--- config.mk ---
export PLATFORM = sky130hd
export DESIGN_NAME = qpu_exu_tiq
export DESIGN_NICKNAME = d
export VERILOG_FILES = /design/src/rtl/qpu_exu_tiq.sv
export SDC_FILE = /design/constraint.sdc
export NUM_CORES = 1
export LEC_CHECK = 0
export CORE_ASPECT_RATIO = 1.5
export CORE_MARGIN = 2
export CORE_UTILIZATION = 50
export DETAILED_ROUTE_END_ITERATION = 12
export PLACE_DENSITY_LB_ADDON = 0.2
export SETUP_SLACK_MARGIN = 0.1
export SLEW_MARGIN = 15
export SYNTH_ARGS = -nofsm -noshare
export SYNTH_HDL_FRONTEND = slang
export SYNTH_SLANG_ARGS = --single-unit
--- constraint.sdc ---
create_clock -name clk -period 10.3 [get_ports clk]
set_input_delay 2.06 -clock clk [delete_from_list [all_inputs] [get_ports clk]]
set_output_delay 2.06 -clock clk [all_outputs]
set_load 0.02 [all_outputs]
--- src/rtl/qpu_exu_tiq.sv ---
// qpu_exu_tiq -- time-point queue behind the execution write-back stage.
//
// Each write-back time beat pushes one relative delay D. The head entry is
// loaded into a countdown register. When the count expires, a one-cycle
// trigger pops the head and paces the event queue. D is the number of
// non-trigger run cycles between entering COUNT (or the previous trigger)
// and the trigger.
//
// Ports:
//   clk, rst_n        clock, asynchronous active-low reset
//   tiq_wbck_i_ena    push strobe (already qualified with ready upstream)
//   tiq_wbck_i_data   delay value to push
//   tiq_wbck_i_ready  queue not full (combinational from occupancy)
//   tiq_run_i         1 = timing runs, 0 = paused (counter frozen)
//   tiq_flush_i       synchronous flush; overrides push and trigger
//   tiq_trig_o        one-cycle time trigger; pops the head entry
//   tiq_empty_o       queue holds no entries
//   tiq_count_o       number of stored entries
//   tiq_ovf_o         sticky: push attempted while full
//   tiq_state_o       debug view of the FSM (0 = IDLE, 1 = COUNT)
//
// Handshake: a beat transfers on a clock edge where tiq_wbck_i_ena is high
// and tiq_wbck_i_ready is high. Ready depends only on stored occupancy and
// ignores a same-cycle pop, so a full queue refuses a push even while it
// fires a trigger. An ena beat while not ready is dropped and sets ovf.

`ifndef QPU_TIME_WIDTH
`define QPU_TIME_WIDTH 32
`endif

module qpu_exu_tiq #(
    parameter int TIME_WIDTH = `QPU_TIME_WIDTH,
    parameter int DEPTH      = 8
) (
    input  logic                       clk,
    input  logic                       rst_n,
    input  logic                       tiq_wbck_i_ena,
    input  logic [TIME_WIDTH-1:0]      tiq_wbck_i_data,
    output logic                       tiq_wbck_i_ready,
    input  logic                       tiq_run_i,
    input  logic                       tiq_flush_i,
    output logic                       tiq_trig_o,
    output logic                       tiq_empty_o,
    output logic [$clog2(DEPTH):0]     tiq_count_o,
    output logic                       tiq_ovf_o,
    output logic                       tiq_state_o
);

    localparam int PW = $clog2(DEPTH);
    localparam int CW = PW + 1;

    typedef enum logic {
        S_IDLE  = 1'b0,
        S_COUNT = 1'b1
    } state_e;

    // ------------------------------------------------------------------
    // Storage and occupancy
    // ------------------------------------------------------------------
    logic [TIME_WIDTH-1:0] mem [DEPTH];
    logic [PW-1:0]         wr_ptr;
    logic [PW-1:0]         rd_ptr;
    logic [PW-1:0]         rd_ptr_nx;
    logic [CW-1:0]         count;
    logic [CW-1:0]         count_nxt;
    logic                  ovf;
    logic                  full;
    logic                  empty;
    logic                  push_ok;
    logic                  push_drop;
    logic                  pop;
    logic [TIME_WIDTH-1:0] head;
    logic [TIME_WIDTH-1:0] next_head;

    state_e                state;
    state_e                state_nxt;
    logic [TIME_WIDTH-1:0] cnt;
    logic [TIME_WIDTH-1:0] cnt_nxt;

    assign full      = (count == CW'(DEPTH));
    assign empty     = (count == '0);
    assign rd_ptr_nx = rd_ptr + 1'b1;
    assign head      = mem[rd_ptr];
    assign next_head = mem[rd_ptr_nx];

    // Flush cancels any write-back beat presented in the same cycle.
    assign push_ok   = tiq_wbck_i_ena & ~full & ~tiq_flush_i;
    assign push_drop = tiq_wbck_i_ena &  full & ~tiq_flush_i;
    assign pop       = tiq_trig_o;

    always_comb begin
        count_nxt = count;
        case ({push_ok, pop})
            2'b10:   count_nxt = count + 1'b1;
            2'b01:   count_nxt = count - 1'b1;
            default: count_nxt = count;
        endcase
    end

    // Array contents carry no reset; only pointers and count define validity.
    always_ff @(posedge clk) begin
        if (push_ok) begin
            mem[wr_ptr] <= tiq_wbck_i_data;
        end
    end

    always_ff @(posedge clk or negedge rst_n) begin
        if (!rst_n) begin
            wr_ptr <= '0;
            rd_ptr <= '0;
            count  <= '0;
            ovf    <= 1'b0;
        end else if (tiq_flush_i) begin
            wr_ptr <= '0;
            rd_ptr <= '0;
            count  <= '0;
            ovf    <= 1'b0;
        end else begin
            if (push_ok) begin
                wr_ptr <= wr_ptr + 1'b1;
            end
            if (pop) begin
                rd_ptr <= rd_ptr_nx;
            end
            count <= count_nxt;
            if (push_drop) begin
                ovf <= 1'b1;
            end
        end
    end

    // ------------------------------------------------------------------
    // Countdown FSM: state register
    // ------------------------------------------------------------------
    always_ff @(posedge clk or negedge rst_n) begin
        if (!rst_n) begin
            state <= S_IDLE;
            cnt   <= '0;
        end else if (tiq_flush_i) begin
            state <= S_IDLE;
            cnt   <= '0;
        end else begin
            state <= state_nxt;
            cnt   <= cnt_nxt;
        end
    end

    // ------------------------------------------------------------------
    // Countdown FSM: next state
    // ------------------------------------------------------------------
    always_comb begin
        state_nxt = state;
        cnt_nxt   = cnt;
        case (state)
            S_IDLE: begin
                if (tiq_run_i && !empty) begin
                    state_nxt = S_COUNT;
                    cnt_nxt   = head;
                end
            end
            S_COUNT: begin
                if (tiq_run_i) begin
                    if (cnt != '0) begin
                        cnt_nxt = cnt - 1'b1;
                    end else if (count > CW'(1)) begin
                        // The entry behind the head is already stored, so chain
                        // straight into it. A push in this same cycle is not yet
                        // counted and is picked up from IDLE instead.
                        cnt_nxt = next_head;
                    end else begin
                        state_nxt = S_IDLE;
                    end
                end
            end
            default: begin
                state_nxt = S_IDLE;
                cnt_nxt   = '0;
            end
        endcase
    end

    // ------------------------------------------------------------------
    // Countdown FSM: outputs
    // ------------------------------------------------------------------
    always_comb begin
        tiq_trig_o = 1'b0;
        if (state == S_COUNT && tiq_run_i && cnt == '0 && !tiq_flush_i) begin
            tiq_trig_o = 1'b1;
        end
    end

    assign tiq_wbck_i_ready = ~full;
    assign tiq_empty_o      = empty;
    assign tiq_count_o      = count;
    assign tiq_ovf_o        = ovf;
    assign tiq_state_o      = (state == S_COUNT);

endmodule

After elaboration in Yosys (flattened, before gate mapping)
Memories as Yosys holds them, arrays and structs flattened.
Cells that the tools add are included.
Widths: inputs -> output; s select.

word-level totals
  input bits = 37
  register bits = 44
  bits in writable memories = 256
  output and inout bits = 9
  logic and storage cells = 63
  memories = 1

operators by class
  muxes and demuxes = 23
  eq/ne operators = 6
  add/sub/neg operators = 5
  reduce and logical (&&, ||, !) cells = 14
  bitwise operators = 7
  $lt $le $gt $ge = 1

memory list
  memory  words  bits a word  rd ports  clocked after memory_dff  write ports  RTL line  source
  mem     8      32           2         0                         1            60        logic [TIME_WIDTH-1:0] mem [DEPTH];

operators with widths
  cell                   number
  $mux 32                5
  $pmux 32 s2            1
  $logic_not 32->1       1
  $reduce_bool 32->1     1
  $sub 32x1->32 const B  1
  $mux 3                 4
  $mux 1                 10
  $pmux 4 s2             1
  $add 3x1->3 const B    2
  $ne 3x3->1 const B     2
  $reduce_bool 2->1      3
  $add 4x1->4 const B    1
  $and 1x1->1            4
  $eq 4x4->1 const B     1
  $gt 4x1->1 const B     1
  $logic_and 1x1->1      4
  $logic_not 4->1        1
  $mux 4                 1
  $ne 4x2->1 const B     1
  $sub 4x1->4 const B    1
  $not 1->1              3
  $reduce_and 3->1       1
  $reduce_bool 3->1      1
  $eq 2x1->1 const B     1
  other kinds (3)        4

Depth between registers and ports, before layout
Gate-level depths: netlist (run 1).

  word-level depth = 7
  mapped depth = 10
  depth with buffers taken out = 8

Least setup slack after synthesis (run 1)
No wires, ideal clock.

  kind = input-to-reg
  start = input port tiq_flush_i
  end = memory mem[0][0] (netlist bit) (enable)
  library setup time = 0.461 ns
  setup slack = 4.931 ns
  required time = 9.839 ns
  arrival time = 4.908 ns
  path buffers = 1
  stages = 3
  cell sequence = clkbuf_1 > or3_1 > nor3_1

on the way
  word-level cells in the longest chain between the ends = 4

RTL lines
  what                          RTL line  source
  from (decl)                   41        input logic tiq_flush_i,
  $not 1->1                     87        assign push_ok = tiq_wbck_i_ena & ~full & ~tiq_flush_i;
  $and 1x1->1                   87
  $mux 1                        102       if (push_ok) begin
  $mux 1 (not written as such)  103       mem[wr_ptr] <= tiq_wbck_i_data;
  to (decl)                     60

Every way passes these cells.

Worst setup path in the final report (run 1)
  start = input port tiq_run_i
  end = output port tiq_trig_o

on the way
  word-level cells in the longest chain between the ends = 4

RTL lines
  what                             RTL line  source
  from (decl)                      40        input logic tiq_run_i,
  $logic_and 1x1->1 (3 in series)  187       if (state == S_COUNT && tiq_run_i && cnt == '0 && !tiq_flush_i) begin
  $mux 1                           187
  to (decl)                        42        output logic tiq_trig_o,

Every way passes these cells.

==> results by group, run 1 <==
Clock tree
  • CTS Sinks: 300
  • Hold_buf cts: 0
  • H-tree Lvls: 1
  • Clock root cell: clkbuf_16
  • CTS Buffer Depth: 3
  • Post-CTS sizing: 0
  • Reg clk slew, reported paths: 70 ps
  • Skew-Pair Late Insertion Delay: 550 ps
  • Post-CTS setup buffer count: 0
  • CTS tree: yes
  • Cts bufs inserted: 29

Timing
  • Unrepaired setup endpoints after global routing: no
  • Final WS setup: 3960 ps
  • Final Critical Period: 6340 ps
  • Final Setup Violations: 0
  • Fin crit share: 61.5%
  • Fmax: 158 MHz
  • Tightest Pin Transition: 1020 ps
  • Setup Skew: 13.8 ps
  • Rel. slew slack: 32.3%
  • TNS Setup: 0 ps
  • Final hold violation count: 0
  • Slew Limit Fails: 0

Route
  • Initial DRT Pass Iterations: 4
  • Routed len/inst: 24.5 um
  • DRT iter0 DRCs: 500
  • Detailed Route WL: 33400 um
  • Final ANT Viol Nets: 0
  • Via count: 8536
  • Routed vias/inst: 6.25
  • # DRC: 0

Critical path
  • Worst-path maximum fanout: 9
  • Reg-to-Reg Start: rd_ptr[0]
  • Worst Setup Path Type: in2out
  • Worst path arrival time: 4280 ps
  • Worst R2R Setup Slack: 6710 ps
  • Capture point of the worst reg-to-reg path: cnt[22]
  • Worst Path Required: 8240 ps
  • Critical Path Start Type: input pin
  • Worst R2R Path Depth: 7
  • CP endpoint kind: output port

Synthesis
  • Cells after Synth: 908
  • Syn nets: 952
  • Seq cells post-synth: 300
  • EDFF count, synth: 256
  • Synth Cell Area: 0.0148 sq mm
  • Ys flop type: edfxtp_1
  • Post-synthesis sequential area ratio: 59.3%
  • Synth cell types: 66
  • Warnings, synthesis: 0
  • Async SR Flop Fraction: 14.7%
  • Mean Syn Cell Area: 16.3 sq um

Run status
  • Status: completed

Min path
  • WHS Endpoint: tiq_ovf_o
  • Hold Path Stages: 2
  • Hold wc startpoint: tiq_ovf_o
  • Hold crit path type: reg2reg

Placement
  • PortBufs: 45
  • GPL Wtd Cong: 0.898
  • Hpwl dp: 20700 um
  • Dpl ws: 3960 ps

Power and ir drop
  • Cell leakage power: 5.21 nW
  • Power Density: 167 mW/mm^2
  • Peak supply drop: 0.128 mV

Floorplan
  • Die span in x: 145 um
  • Num ports: 46
  • Row count: 77
  • Area of the core: 0.0293 sq mm
  • Die height: 215 um
  • Die footprint: 0.0311 sq mm
  • Initial Util: 50.6%

Job
  • Max_cap viols: 0

GRT
  • Vias in the first global route: 8780
  • Aggregate global routing overflow: 0
  • Initial antenna violation count: 0
  • All-Layer GR Usage: 22.3%
  • Pin count of the biggest net entering global routing: 65
  • First-pass GRT wire length: 51600 um

Cells and area
  • Antenna Diode Count: 0
  • Layout Nets: 993
  • Layout cells sized above 1: 25.1%
  • Area grow syn2layout: 12.7%
  • Filler cells: 2306
-- state kept, by name, summed over array words and instances (netlist names) --
signal and count:
tiq_ovf_o 1, rd_ptr 3, tiq_count_o 4, wr_ptr 3, mem 256, cnt 32
tiq_state_o 1
-- worst max-delay path by stage --
stage | start | endpoint | slack [ps] | depth (start not counted)
finish | tiq_run_i | tiq_trig_o | 3960 | 5
global route | tiq_run_i | tiq_trig_o | 3860 | 5
CTS | tiq_run_i | tiq_trig_o | 3960 | 5
detailed placement | tiq_run_i | tiq_trig_o | 3960 | 5
global placement | tiq_run_i | tiq_trig_o | 3960 | 5
floorplan | tiq_flush_i | mem[0][0] | 4930 | 3
-- metal layers --
metal	track usage, %	vias up	part of all wire (%)
met3	2.79	58	4.8
li1	-	3794	-
met1	29.7	4456	41
met2	38.0	228	52
met5	0	-	0
met4	7.35	0	2.9
-- where the power goes --
part           internal (mW)  leakage [nW]  switching (mW)
Clock                  0.599         0.470           0.457
Sequential              1.35          2.90          0.0330
Combinational          0.128          1.83           0.215
-- logic make-up (layout without fill, tap and decap cells) --
kind of cell	Yosys count	count (layout)	share of synthesized area, %
DFF	300	300	59.3
muxes	194	194	24.0
and+or+nand+nor	199	199	7.25
AOI/OAI and AO/OA	116	116	5.26
adders and majority gates	7	7	0.591
buffers and inverters	69	132	2.17
xor gates and xnor gates	23	23	1.41
-- worst max-delay path, stage by stage --
cell and delay (ps):
clkdlybuf4s50_1 540, inv_1 140, nor4_4 720, nor2b_1 200
clkdlybuf4s50_1 610
-- final cells by class --
class                      count  area [sq um]  share of cell area, %
tap                          395           494                   2.96
clock inverter                18           165                  0.989
inverter                      11          41.3                  0.247
clock buffer                  35           788                   4.72
timing repair buffer          68           618                   3.70
multi-input combinational    539          5800                   34.7
sequential                   300          8790                   52.7
-- layout by cell type (no fill, tap or decap), types with 14 or more instances in the layout --
cell	synthesis	final
a21oi_1	17	17
nor2_1	43	37
dfrtp_1	44	41
o21ai_0	19	19
edfxtp_1	256	256
mux2i_1	57	57
o21ai_1	17	17
clkdlybuf4s50_1	0	44
nand2_1	71	71
nand3_1	15	15
buf_4	7	23
nor3_1	16	14
mux4_2	128	128
clkbuf_16	0	29
-- Yosys cell counts, drive strengths merged (2+ instances only) --
cell type,count,share of area (%)
dfrtp,44,7.4
o22ai,4,0.17
nand2b,3,0.13
a31oi,13,0.55
nor2,43,1.1
nand3,17,0.64
xnor2,12,0.71
buf,39,1.4
mux4,128,19
a22o,2,0.12
o31ai,5,0.25
and3,3,0.13
a211o,3,0.18
nand2,72,1.8
a211oi,9,0.49
inv,11,0.28
a22oi,3,0.15
mux2,9,0.68
a21oi,17,0.57
edfxtp,256,52
nand3b,4,0.20
o211ai,4,0.20
clkbuf,19,0.48
or4,6,0.30
a32o,4,0.27
o21ai,36,1.2
nor2b,4,0.17
a221oi,2,0.12
or3,3,0.13
a2111oi,2,0.13
nor3,18,0.72
nand4,7,0.34
xor2,11,0.70
nor4,12,1.1
mux2i,57,3.9
or2,2,0.085
ha,7,0.59
o31a,3,0.18
-- metrics by stage --
step	hold slack [ps]	total power, mW	cells	instance area, sq um	util [%]
2_1_floorplan	494	1.63	908	14800	-
3_3_place_gp	477	1.74	1313	15700	53.8
3_5_place_dp	485	1.75	1313	15700	53.8
4_1_cts	500	2.80	1366	16700	57.0
5_1_grt	552	2.89	1366	16700	57.0
6_report	494	2.78	1366	16700	57.0
Power figures use the tool's default switching activity.
==> inputs of run 2 (changes only) <==
==> constraint.sdc (replaced) <==
create_clock -name clk -period 6.1 [get_ports clk]
set_input_delay 1.22 -clock clk [delete_from_list [all_inputs] [get_ports clk]]
set_output_delay 1.22 -clock clk [all_outputs]
set_load 0.02 [all_outputs]
==> run 2 against run 1 <==
- sequential power rose by 70%
- critical path depth rose by 3
- die area did not move
- largest power group unchanged
- critical endpoint unchanged
==> results by group, run 2 (synthesized netlist as in run 1, its figures left out) <==
Run status
  • Status: completed

Timing
  • Fmax: 226 MHz
  • Setup Skew: 14.9 ps (+1.12 ps)
  • Fin crit share: 72.5%
  • Tightest Pin Transition: 1020 ps (+1.27 ps)
  • Final WS setup: 1680 ps (-2280 ps)
  • Final hold violation count: 0 (unchanged)
  • Final Critical Period: 4420 ps
  • Unrepaired setup endpoints after global routing: no
  • Rel. slew slack: 32.0% (-0.30 points)
  • TNS Setup: 0 ps (unchanged)
  • Slew Limit Fails: 0 (unchanged)
  • Final Setup Violations: 0 (unchanged)

Min path
  • Hold crit path type: reg2reg

Clock tree
  • Clock root cell: clkbuf_16
  • H-tree Lvls: 1 (unchanged)
  • Cts bufs inserted: 27 (-6.9%)
  • Hold_buf cts: 0 (unchanged)
  • Post-CTS setup buffer count: 0 (unchanged)
  • Reg clk slew, reported paths: 70 ps (about the same)
  • CTS tree: yes
  • Skew-Pair Late Insertion Delay: 560 ps (about the same)
  • Post-CTS sizing: 0 (unchanged)
  • CTS Sinks: 300 (unchanged)
  • CTS Buffer Depth: 3 (unchanged)

Critical path
  • Critical Path Sink: tiq_trig_o
  • Critical Path Start Type: register
  • Worst setup startpoint: cnt[0]
  • Worst Path Required: 4880 ps (-3360 ps)
  • Reg-to-Reg Start: rd_ptr[1]
  • Worst R2R Setup Slack: 2460 ps (-4250 ps)
  • Capture point of the worst reg-to-reg path: cnt[28]
  • Worst path arrival time: 3200 ps (-1080 ps)
  • Worst R2R Path Depth: 8 (+1)
  • Worst Setup Path Type: reg2out
  • CP endpoint kind: output port
  • Worst-path maximum fanout: 9 (unchanged)

GRT
  • All-Layer GR Usage: 22.3% (+0.061 points)
  • Pin count of the biggest net entering global routing: 60 (-7.7%)
  • Vias in the first global route: 8830 (+0.57%)
  • First-pass GRT wire length: 52100 um (+0.96%)
  • Aggregate global routing overflow: 0 (unchanged)
  • Initial antenna violation count: 0 (unchanged)

Floorplan
  • Die footprint: 0.0311 sq mm (unchanged)
  • Initial Util: 50.6% (unchanged)
  • Die span in x: 145 um (unchanged)
  • Num ports: 46 (unchanged)
  • Row count: 77 (unchanged)
  • Area of the core: 0.0293 sq mm (unchanged)
  • Die height: 215 um (unchanged)

Route
  • DRT iter0 DRCs: 646 (+29%)
  • Post-Route M1 WL: 13300 um (-1.8%)
  • Met3 routed WL: 1580 um (-1.4%)
  • # DRC: 0 (unchanged)
  • Via count: 8529 (-0.082%)
  • Routed vias/inst: 6.25 (about the same)
  • Detailed Route WL: 33200 um (-0.60%)
  • Initial DRT Pass Iterations: 5 (+1)
  • Met2 WL post-DR: 17600 um (+1.4%)
  • Routed len/inst: 24.4 um (-0.45%)
  • Max Used Layer: met4
  • Final ANT Viol Nets: 0 (unchanged)

Power and ir drop
  • Comb power frac: 12.1% (-0.2 points)
  • Net Sw Power: 1.17 mW (+67%)
  • Sequential share of power: 49.3% (-0.4 points)
  • Internal: 3.57 mW (+72%)
  • Cell leakage power: 5.20 nW (about the same)
  • Peak supply drop: 0.243 mV (+90%)
  • Clk pwr share: 38.6% (+0.6 points)
  • Power Density: 284 mW/mm^2 (+70%)
  • Sw frac: 24.8% (-0.57 points)

Placement
  • PortBufs: 45 (unchanged)
  • Hpwl dp: 20900 um (+0.94%)
  • GPL Wtd Cong: 0.947 (+5.4%)
  • Dpl ws: 1690 ps (-2270 ps)

Cells and area
  • Layout cells sized above 1: 24.9% (-0.26 points)
  • Max reg flops: 256 (unchanged)
  • Most frequent cells in the layout: edfxtp_1, mux4_2, nand2_1
  • Register area: 0.00879 sq mm (unchanged)
  • Commonest non-fill, non-tap cell in the layout: edfxtp_1
  • Area grow syn2layout: 12.8% (about the same)
  • Layout Nets: 993 (unchanged)
  • Largest reg by FF count: mem
  • Filler cells: 2311 (+0.22%)
  • Antenna Diode Count: 0 (unchanged)
  • Final core occ: 57.0% (about the same)
  • Area of the multi-input gates: 0.00580 sq mm (unchanged)

Job
  • Max_cap viols: 0 (unchanged)
[run 2: cell types whose count changed in the layout (fill, tap and decap cells not counted), sizes merged]
cell,change
bufinv,+4
clkbuf,-4
clkinv,-4
buf,+2
clkinvlp,+1
inv,-1
[run 2: routing by layer]
metal	track usage [%]	vias to the layer above
li1	-	3788
met1	29.9	4475
met2	38.4	221
met3	2.94	45
met4	6.28	0
met5	0	-
[run 2: per-stage QoR]
stage                     hold WS, ps  area (sq um)  power, mW  std cells
after floorplan                   494         14800       2.76        908
after global placement            477         15800       2.94       1315
after detailed placement          490         15800       2.95       1315
after CTS                         506         16700       4.78       1364
after global routing              539         16700       4.92       1364
final                             499         16700       4.74       1364
[run 2: cell type report]
cell class / instances / share of cell area [%]
clock buffer: 31 / 4.13
clock inverter: 18 / 1.54
inverter: 11 / 0.247
multi-input combinational: 539 / 34.7
sequential: 300 / 52.6
tap: 395 / 2.96
timing repair buffer: 70 / 3.79
[run 2: how the worst min path moves through the flow]
stage,start,endpoint,depth (start not counted)
3_5_place_dp,tiq_ovf_o,tiq_ovf_o,2
6_report,tiq_ovf_o,tiq_ovf_o,2
4_1_cts,tiq_ovf_o,tiq_ovf_o,2
2_1_floorplan,cnt[29],cnt[29],2
3_3_place_gp,tiq_ovf_o,tiq_ovf_o,2
5_1_grt,tiq_ovf_o,tiq_ovf_o,2
[run 2: power by group through the flow]
stage,registers (mW),logic [mW],clock network [mW]
2_1_floorplan,2.37,0.394,0
3_3_place_gp,2.38,0.567,0
3_5_place_dp,2.38,0.570,0
4_1_cts,2.34,0.573,1.87
5_1_grt,2.34,0.632,1.94
6_report,2.34,0.575,1.83
[run 2: critical path, stage by stage (launching register included)]
cell	delay [ps]
dfrtp_1	440
inv_1	130
ha_1	140
nor4b_2	410
nand3_2	240
nor4_4	280
buf_4	240
nor2b_1	150
clkdlybuf4s50_1	630
==> inputs of run 3 (changes only) <==
==> constraint.sdc (replaced) <==
create_clock -name clk -period 4.3 [get_ports clk]
set_input_delay 0.86 -clock clk [delete_from_list [all_inputs] [get_ports clk]]
set_output_delay 0.86 -clock clk [all_outputs]
set_load 0.02 [all_outputs]
==> run 3 against run 2 <==
- worst hold slack got worse by 190 ps
- first-iteration DRC count rose by 2.2%
- sequential power rose by 41%
- utilization rose by 0.42 points
- critical endpoint unchanged
- largest cell class unchanged
==> results by group, run 3 (synthesized netlist as in run 1, its figures left out) <==
Run status
  • Status: completed

Critical path
  • Worst Setup Path Type: reg2out
  • Worst R2R Path Depth: 8 (unchanged)
  • Reg-to-Reg Start: rd_ptr[0]
  • Worst-path maximum fanout: 5 (-4)
  • Worst path arrival time: 2990 ps (-210 ps)
  • Worst Path Required: 3440 ps (-1440 ps)
  • CP endpoint kind: output port
  • Capture point of the worst reg-to-reg path: cnt[27]
  • Worst R2R Setup Slack: 1300 ps (-1160 ps)
  • Critical Path Start Type: register

Power and ir drop
  • Power Density: 403 mW/mm^2 (+42%)
  • Peak supply drop: 0.301 mV (+24%)
  • Sequential share of power: 48.9% (-0.4 points)
  • Clk pwr share: 38.8% (+0.2 points)
  • Comb power frac: 12.4% (+0.3 points)
  • Cell leakage power: 5.25 nW (+0.94%)
  • Internal: 5.11 mW (+43%)
  • Sw frac: 24.6% (-0.19 points)
  • Net Sw Power: 1.67 mW (+42%)
  • Total power: 6.78 mW (+43%)

Clock tree
  • H-tree Lvls: 1 (unchanged)
  • Post-CTS sizing: 0 (unchanged)
  • Clock root cell: clkbuf_16
  • Hold_buf cts: 0 (unchanged)
  • Cts bufs inserted: 28 (+3.7%)
  • Reg clk slew, reported paths: 70 ps (about the same)
  • Post-CTS setup buffer count: 0 (unchanged)
  • Skew-Pair Late Insertion Delay: 560 ps (about the same)
  • CTS Buffer Depth: 3 (unchanged)
  • CTS Sinks: 300 (unchanged)
  • CTS tree: yes

Timing
  • Fin crit share: 89.6%
  • Setup Skew: 14.8 ps (-0.0975 ps)
  • Tightest Pin Transition: 1040 ps (+19.9 ps)
  • Unrepaired setup endpoints after global routing: no
  • Slew Limit Fails: 0 (unchanged)
  • TNS Setup: 0 ps (unchanged)
  • Final WS setup: 447 ps (-1230 ps)
  • Fin Hold WS: 310 ps (-189 ps)
  • Final hold violation count: 0 (unchanged)
  • Fmax: 260 MHz
  • Final Critical Period: 3850 ps
  • Final Setup Violations: 0 (unchanged)
  • Rel. slew slack: 30.8% (-1.2 points)

Route
  • Routed vias/inst: 6.34 (+1.4%)
  • Detailed Route WL: 34000 um (+2.3%)
  • Final ANT Viol Nets: 0 (unchanged)
  • # DRC: 0 (unchanged)
  • DRT iter0 DRCs: 660 (+2.2%)
  • Via count: 8680 (+1.8%)
  • Initial DRT Pass Iterations: 5 (unchanged)
  • Routed len/inst: 24.8 um (+1.9%)

Cells and area
  • Largest reg by FF count: mem
  • Commonest non-fill, non-tap cell in the layout: edfxtp_1
  • Area grow syn2layout: 13.6%
  • Final core occ: 57.5% (+0.42 points)
  • Final Non-Filler Cells: 1369 (+0.37%)
  • Layout cells sized above 1: 25.1% (+0.18 points)
  • Most frequent cells in the layout: edfxtp_1, mux4_2, nand2_1
  • Antenna Diode Count: 0 (unchanged)
  • Max reg flops: 256 (unchanged)
  • Layout Nets: 997 (+0.40%)
  • Post-route design area: 0.0168 sq mm (+0.73%)

GRT
  • All-Layer GR Usage: 22.8% (+0.47 points)
  • Vias in the first global route: 9138 (+3.5%)
  • Aggregate global routing overflow: 0 (unchanged)
  • Pin count of the biggest net entering global routing: 130 (+120%)
  • Initial antenna violation count: 0 (unchanged)
  • First-pass GRT wire length: 53100 um (+1.9%)

Floorplan
  • Initial Util: 50.6% (unchanged)
  • Die height: 215 um (unchanged)
  • Die footprint: 0.0311 sq mm (unchanged)
  • Row count: 77 (unchanged)
  • Die span in x: 145 um (unchanged)
  • Num ports: 46 (unchanged)
  • Area of the core: 0.0293 sq mm (unchanged)

Placement
  • PortBufs: 45 (unchanged)
  • GPL Wtd Cong: 0.912 (-3.7%)
  • Dpl ws: 768 ps (-926 ps)
  • Placed Instances: 1318 (+0.23%)
  • Hpwl dp: 21000 um (+0.67%)
  • DP Area: 0.0159 sq mm (+0.59%)

Job
  • Max_cap viols: 0 (unchanged)

Min path
  • Hold crit path type: in2async
-- run 3: changes by cell type in the layout (fill, tap and decap cells not counted), moves of 2 or more --
cell	before	now
buf_12	0	5
clkinvlp_4	3	0
clkbuf_1	4	6
clkbuf_16	27	29
clkbuf_8	0	2
-- run 3: power groups by stage --
stage	Clock (mW)	Sequential, mW	Combinational [mW]
floorplan	0	3.36	0.559
global placement	0	3.37	0.822
detailed placement	0	3.37	0.830
CTS	2.68	3.31	0.835
global route	2.78	3.32	0.914
finish	2.63	3.31	0.837
-- run 3: critical path, cell delays in order (launching register included) --
cell and delay, ps:
dfrtp_1 430, inv_1 110, ha_1 140, nor4b_2 370, nand3_2 240, nor4_4 310
nor2b_1 210, clkdlybuf4s50_1 640
-- run 3: layer usage --
layer | track usage, % | share of wire [%]
met3 | 3.61 | 5.3
met2 | 39.1 | 52
met4 | 7.70 | 2.9
met1 | 29.6 | 39
met5 | 0 | 0
-- run 3: final cells by class --
class | instances | area, sq um
Sequential cell | 300 | 8800
Clock buffer | 37 | 776
Clock inverter | 14 | 200
Tap cell | 395 | 494
Inverter | 11 | 41.3
Fill cell | 2304 | 12500
Multi-Input combinational cell | 539 | 5800
Timing Repair Buffer | 73 | 721
-- run 3: how the worst max path moves through the flow --
stage                     cells after the start  slack [ps]    endpoint           start
after floorplan                               7         160   mem[1][0]  tiq_count_o[0]
after detailed placement                      5         770  tiq_trig_o       tiq_run_i
after CTS                                     7         420  tiq_trig_o          cnt[0]
after global placement                        5         740  tiq_trig_o       tiq_run_i
after global routing                          7         240  tiq_trig_o          cnt[0]
final                                         7         450  tiq_trig_o          cnt[0]
==> RTL change 1: new RTL, flow settings as in run 3 <==
Change the macro `QPU_TIME_WIDTH` from 32 to 64.
--- a/src/rtl/qpu_exu_tiq.sv
+++ b/src/rtl/qpu_exu_tiq.sv
@@ -25,7 +25,7 @@
 // fires a trigger. An ena beat while not ready is dropped and sets ovf.
 
 `ifndef QPU_TIME_WIDTH
-`define QPU_TIME_WIDTH 32
+`define QPU_TIME_WIDTH 64
 `endif
 
 module qpu_exu_tiq #(
Interface: changed (resized tiq_wbck_i_data); port bits go from 46 to 78. No check against the original RTL was run, so the function may have changed too.
==> RTL change 1 against run 3 <==
Sequential cell count increased by 288; sequential share of layout area increased by 1.4 points; total power increased by 85%; fmax decreased by 6.5%; combinational power increased by 43%; synthesized area increased by 93%; wire length increased by 110%; first-iteration DRC count increased by 100%; synthesized cell count increased by 90%; cell area increased by 91%; setup slack got worse by 0.27 ns; critical path type unchanged; critical endpoint unchanged.
==> RTL change 1: results (changes against run 3) <==
area used by multi-input combinational logic - 0.0108 mm^2 (+86%)
vias per cell - 6.58 (+3.8%)
max reg flops - 512 (+100%)
dpl hpwl - 43900 um (+110%)
Total GRT Usage - 25.0% (+2.2 points)
synth top area cells - edfxtp_1 (54%), mux4_2 (20%), dfrtp_1 (6.6%), mux2i_1 (3.3%), a21oi_1 (1.2%)
First-pass DRT Iterations - 7 (+2)
Biggest register - mem
synth cell count leaders - edfxtp_1 (512), mux4_2 (256), mux2i_1 (95), dfrtp_1 (76), a21oi_1 (71)
number of distinct library cells after synthesis - 73 (+11%)
initial antenna violation count - 0 (unchanged)
Peak VDD IR - 0.334 mV (+11%)
P_leak - 0.00979 uW (+86%)
largest net degree at the start of global routing - 130 (unchanged)
critical path peak fanout - 6 (+1)
worst-case clock skew - 0.0257 ns (+0.0109 ns)
Max Cap Viol - 0 (unchanged)
Clock Latency Late Sink - 0.61 ns (+0.05 ns)
CTS root buf - clkbuf_16
layout cell share with drive strength beyond 1 - 24.8% (-0.24 points)
Final WS setup - 0.180 ns (-0.266 ns)
status - completed
DP Worst Slack - 0.515 ns (-0.253 ns)
Final Wtd Congestion - 0.957 (+4.9%)
DP Area - 0.0304 mm^2 (+92%)
clock-pin slew on the worst setup and hold paths - 0.07 ns (about the same)
Post-synth EDFFs - 512 (+100%)
vias in the first global route - 17600 (+93%)
dominant synthesized flop cell - edfxtp_1
Syn Nets - 1797 (+89%)
Synth Warn # - 0 (unchanged)
Num CTS Buffers - 55 (+96%)
H-tree levels - 2 (+1)
share of the yosys chip area belonging to registers - 60.4% (+1.0 points)
DRT iter0 DRCs - 1335 (+100%)
global route overflow - 0 (unchanged)
setup slack, reg-to-reg - 0.43 ns (-0.87 ns)
Async S/R FF share, synth - 12.9% (-1.7 points)
wire length of the first global-routing pass - 110000 um (+110%)
IO buf count - 77 (+71%)
worst rel slew slack - 22.5% (-8.3 points)
clock buffer depth - 3 (unchanged)
fillers - 4474 (+94%)
DRT Wirelength - 72500 um (+110%)
Hold WC Path Type - in -> async
CP arrival - 3.26 ns (+0.27 ns)
-- RTL change 1: layout make-up --
cell class	count	share of cell area, %
diodes	1	0.00777
clock inverters	31	0.933
multi-input cells	984	33.6
flip-flops and latches	588	53.7
inverters	17	0.198
well taps	763	2.96
clock buffers	71	4.59
repair buffers	127	4.05
-- RTL change 1: critical path, stage by stage (launching register included) --
cell             delay, ns
dfrtp_1               0.43
or4_1                 0.60
or4_4                 0.59
nor4_1                0.32
nand3_1               0.13
nor2_1                0.24
clkdlybuf4s15_1       0.35
-- RTL change 1: layer usage --
layer  global-route usage (%)  wire length [um]  up-vias
met2                     44.6             38900      586
met3                     3.31              3900      127
met5                        0                 0        -
met1                     31.5             27400     8980
li1                         -                 -     7299
met4                     7.97              2370        0
-- RTL change 1: power by group --
group	switching, uW	internal, uW	leakage (uW)	total [uW]
logic	752	453	0.00329	1200
registers	141	6350	0.00564	6490
clock network	2130	2730	0.000863	4860
-- RTL change 1: cells by family after synthesis --
group                    count (synthesis)  share of synthesized area [%]
multiplexers                           362                           23.9
adder cells (fa/ha/maj)                  7                          0.306
AO/OA/AOI/OAI                          255                           6.07
XOR/XNOR                                25                          0.765
buffers and inverters                  149                           2.29
AND/OR/NAND/NOR                        335                           6.32
flip-flops                             588                           60.4
-- RTL change 1: path summary, 6_finish.rpt --
check                      startpoint  cells after the start          to
hold / removal                  rst_n                      1     cnt[63]
hold reg to reg               cnt[39]                      1     cnt[39]
min in group clk              cnt[39]                      1     cnt[39]
setup reg to reg              cnt[46]                      8     cnt[49]
max in group asynchronous       rst_n                      1   rd_ptr[2]
setup / recovery              cnt[27]                      6  tiq_trig_o
-- RTL change 1: repair_timing --
action,4_1_cts,5_1_grt
setup endpoints to repair,1,1
setup buffers,0,0
resized for setup,1,1
-- RTL change 1: metrics by stage --
step           std cells  power (uW)  hold WS (ns)  setup TNS [ns]
2_1_floorplan       1721        7310         0.473         -247.92
4_1_cts             2581       12600         0.464               0
6_report            2582       12600         0.289               0
5_1_grt             2581       13000         0.358               0
3_5_place_dp        2479        7800         0.511               0
3_3_place_gp        2479        7770         0.491               0
==> RTL change 2: new RTL, config.mk and constraints of run 3 <==
Without the edit above. Compare `count` against `CW'(DEPTH)` with >= in place of ==.
--- a/src/rtl/qpu_exu_tiq.sv
+++ b/src/rtl/qpu_exu_tiq.sv
@@ -77,7 +77,7 @@
     logic [TIME_WIDTH-1:0] cnt;
     logic [TIME_WIDTH-1:0] cnt_nxt;
 
-    assign full      = (count == CW'(DEPTH));
+    assign full      = (count >= CW'(DEPTH));
     assign empty     = (count == '0);
     assign rd_ptr_nx = rd_ptr + 1'b1;
     assign head      = mem[rd_ptr];
Behaviour: same outputs for any inputs over 4 cycles, from zero or initial values and one cycle with rst_n low; that may be too few to reach the edited logic, so the function may still have changed.
==> RTL change 2 against run 3 <==
Wire length increased by 1.1%; critical path type unchanged; cell area decreased by 0.48%; sequential cell count stayed put; worst hold slack worse by 0.012 ns; highest routed layer unchanged; total power fell by 1.9%; synthesized area fell by 0.75%; sequential power about the same; global-route usage increased by 0.23 points; setup slack worse by 0.094 ns; utilization up 0.67 points.
==> RTL change 2: results (changes against run 3) <==
Worst Tran Pin Value - 0.889 ns (-0.148 ns)
dpl hpwl - 21900 um (+4.3%)
WL met2 - 18400 um (+3.2%)
fillers - 2212 (-4.0%)
First-pass DRT Iterations - 7 (+2)
Hold WS - 0.298 ns (-0.0121 ns)
status - completed
critical path peak fanout - 8 (+3)
DP Worst Slack - 0.713 ns (-0.0550 ns)
placed cells - 1312 (-0.46%)
Num CTS Buffers - 29 (+3.6%)
GR Layer Usage met1 - 30.1% (+0.50 points)
nonclk inv count - 13 (+2)
DP Area - 0.0158 mm^2 (-0.48%)
vias in the first global route - 8960 (-1.9%)
Peak VDD IR - 0.322 mV (+7.0%)
clock buffer count - 30 (-19%)
signal buffers share of area - 4.60% (+0.32 points)
P_leak - 0.00520 uW (-1.0%)
Non-clk bufs - 78 (+6.8%)
Mapped Cells - 905 (-0.33%)
layout cell share with drive strength beyond 1 - 25.0% (-0.026 points)
FFs & Latches - 300 (unchanged)
Routed WL per cell - 25.2 um (+1.4%)
Mapped Area - 0.0147 mm^2 (-0.75%)
share of the yosys chip area belonging to registers - 59.8% (+0.45 points)
M2 GR Usage - 40.2% (+1.1 points)
met3 WL post-DR - 1380 um (-23%)
synth cell count leaders - edfxtp_1 (256), mux4_2 (128), nand2_1 (61), mux2i_1 (53), dfrtp_1 (44)
minimum clock period - 3.95 ns (+0.0936 ns)
routed metal-1 wirelength - 13600 um (+1.7%)
top sig layer - met4
multi-input gate count - 531 (-1.5%)
area used by multi-input combinational logic - 0.00568 mm^2 (-2.1%)
Vias - 8664 (-0.18%)
synth top area cells - edfxtp_1 (52%), mux4_2 (20%), dfrtp_1 (7.5%), mux2i_1 (3.6%), nand2_1 (1.6%)
CP arrival - 3.09 ns (+0.10 ns)
worst-case clock skew - 0.0135 ns (-0.00131 ns)
setup slack, reg-to-reg - 1.14 ns (-0.16 ns)
final core utilization - 58.1% (+0.67 points)
met3 usage - 2.50% (-1.1 points)
R2R depth - 6 (-2)
Final Wtd Congestion - 0.890 (-2.4%)
largest net degree at the start of global routing - 78 (-40%)
Total GRT Usage - 23.0% (+0.23 points)
Seq area share - 52.5% (+0.27 points)
Syn Nets - 949 (-0.32%)
Clock-cell share - 5.74% (-0.054 points)
DRT iter0 DRCs - 638 (-3.3%)
DRT Wirelength - 34400 um (+1.1%)
Pint - 4990 uW (-2.4%)
wire length of the first global-routing pass - 53300 um (+0.42%)
RTL change 2: changes by cell type in the layout (fill, tap and decap cells not counted), moves of 4 or more:
cell and delta:
a211oi_1 +4, a21oi_1 -4, a31oi_1 +5, buf_4 +4, clkbuf_1 -5, clkinvlp_4 +6, mux2i_1 -4, nand2_1 -10
nand3_1 +6, nand3b_1 -4, nor2b_1 +8, o21ai_0 +10, o21ai_1 -17, or4_1 -4
RTL change 2: final timing paths:
path,startpoint,end
max,cnt[19],tiq_trig_o
min,rst_n,rd_ptr[2]
max reg2reg,cnt[19],cnt[30]
min reg2reg,tiq_ovf_o,tiq_ovf_o
max in group asynchronous,rst_n,rd_ptr[1]
min in group clk,tiq_ovf_o,tiq_ovf_o
RTL change 2: power by group through the flow:
stage          clock [uW]  combinational (uW)  sequential, uW
3_3_place_gp            0                 732            3360
6_report             2590                 755            3300
5_1_grt              2770                 823            3310
4_1_cts              2650                 747            3300
3_5_place_dp            0                 742            3360
2_1_floorplan           0                 496            3350
RTL change 2: critical path, cell delays in order, from the launching register on:
cell and delay [ns]:
dfrtp_1 0.43, or4_1 0.71, nor2_2 0.31, nand4_1 0.27, nor2_1 0.19, clkdlybuf4s50_1 0.62
RTL change 2: timing repair:
action                     CTS  global route
hold endpoints to repair     0             0
setup endpoints to repair    0             1
resized for setup            0             2
RTL change 2: cell families (layout without fill, tap and decap cells):
kind of cell	after synthesis	count (layout)	share of synthesized area [%]
DFF	300	300	59.8
adders and majority gates	7	7	0.596
muxes	187	187	23.7
buffers and inverters	74	144	2.25
xor gates and xnor gates	20	20	1.19
AOI/OAI and AO/OA	118	118	5.44
and+or+nand+nor	199	199	7.09
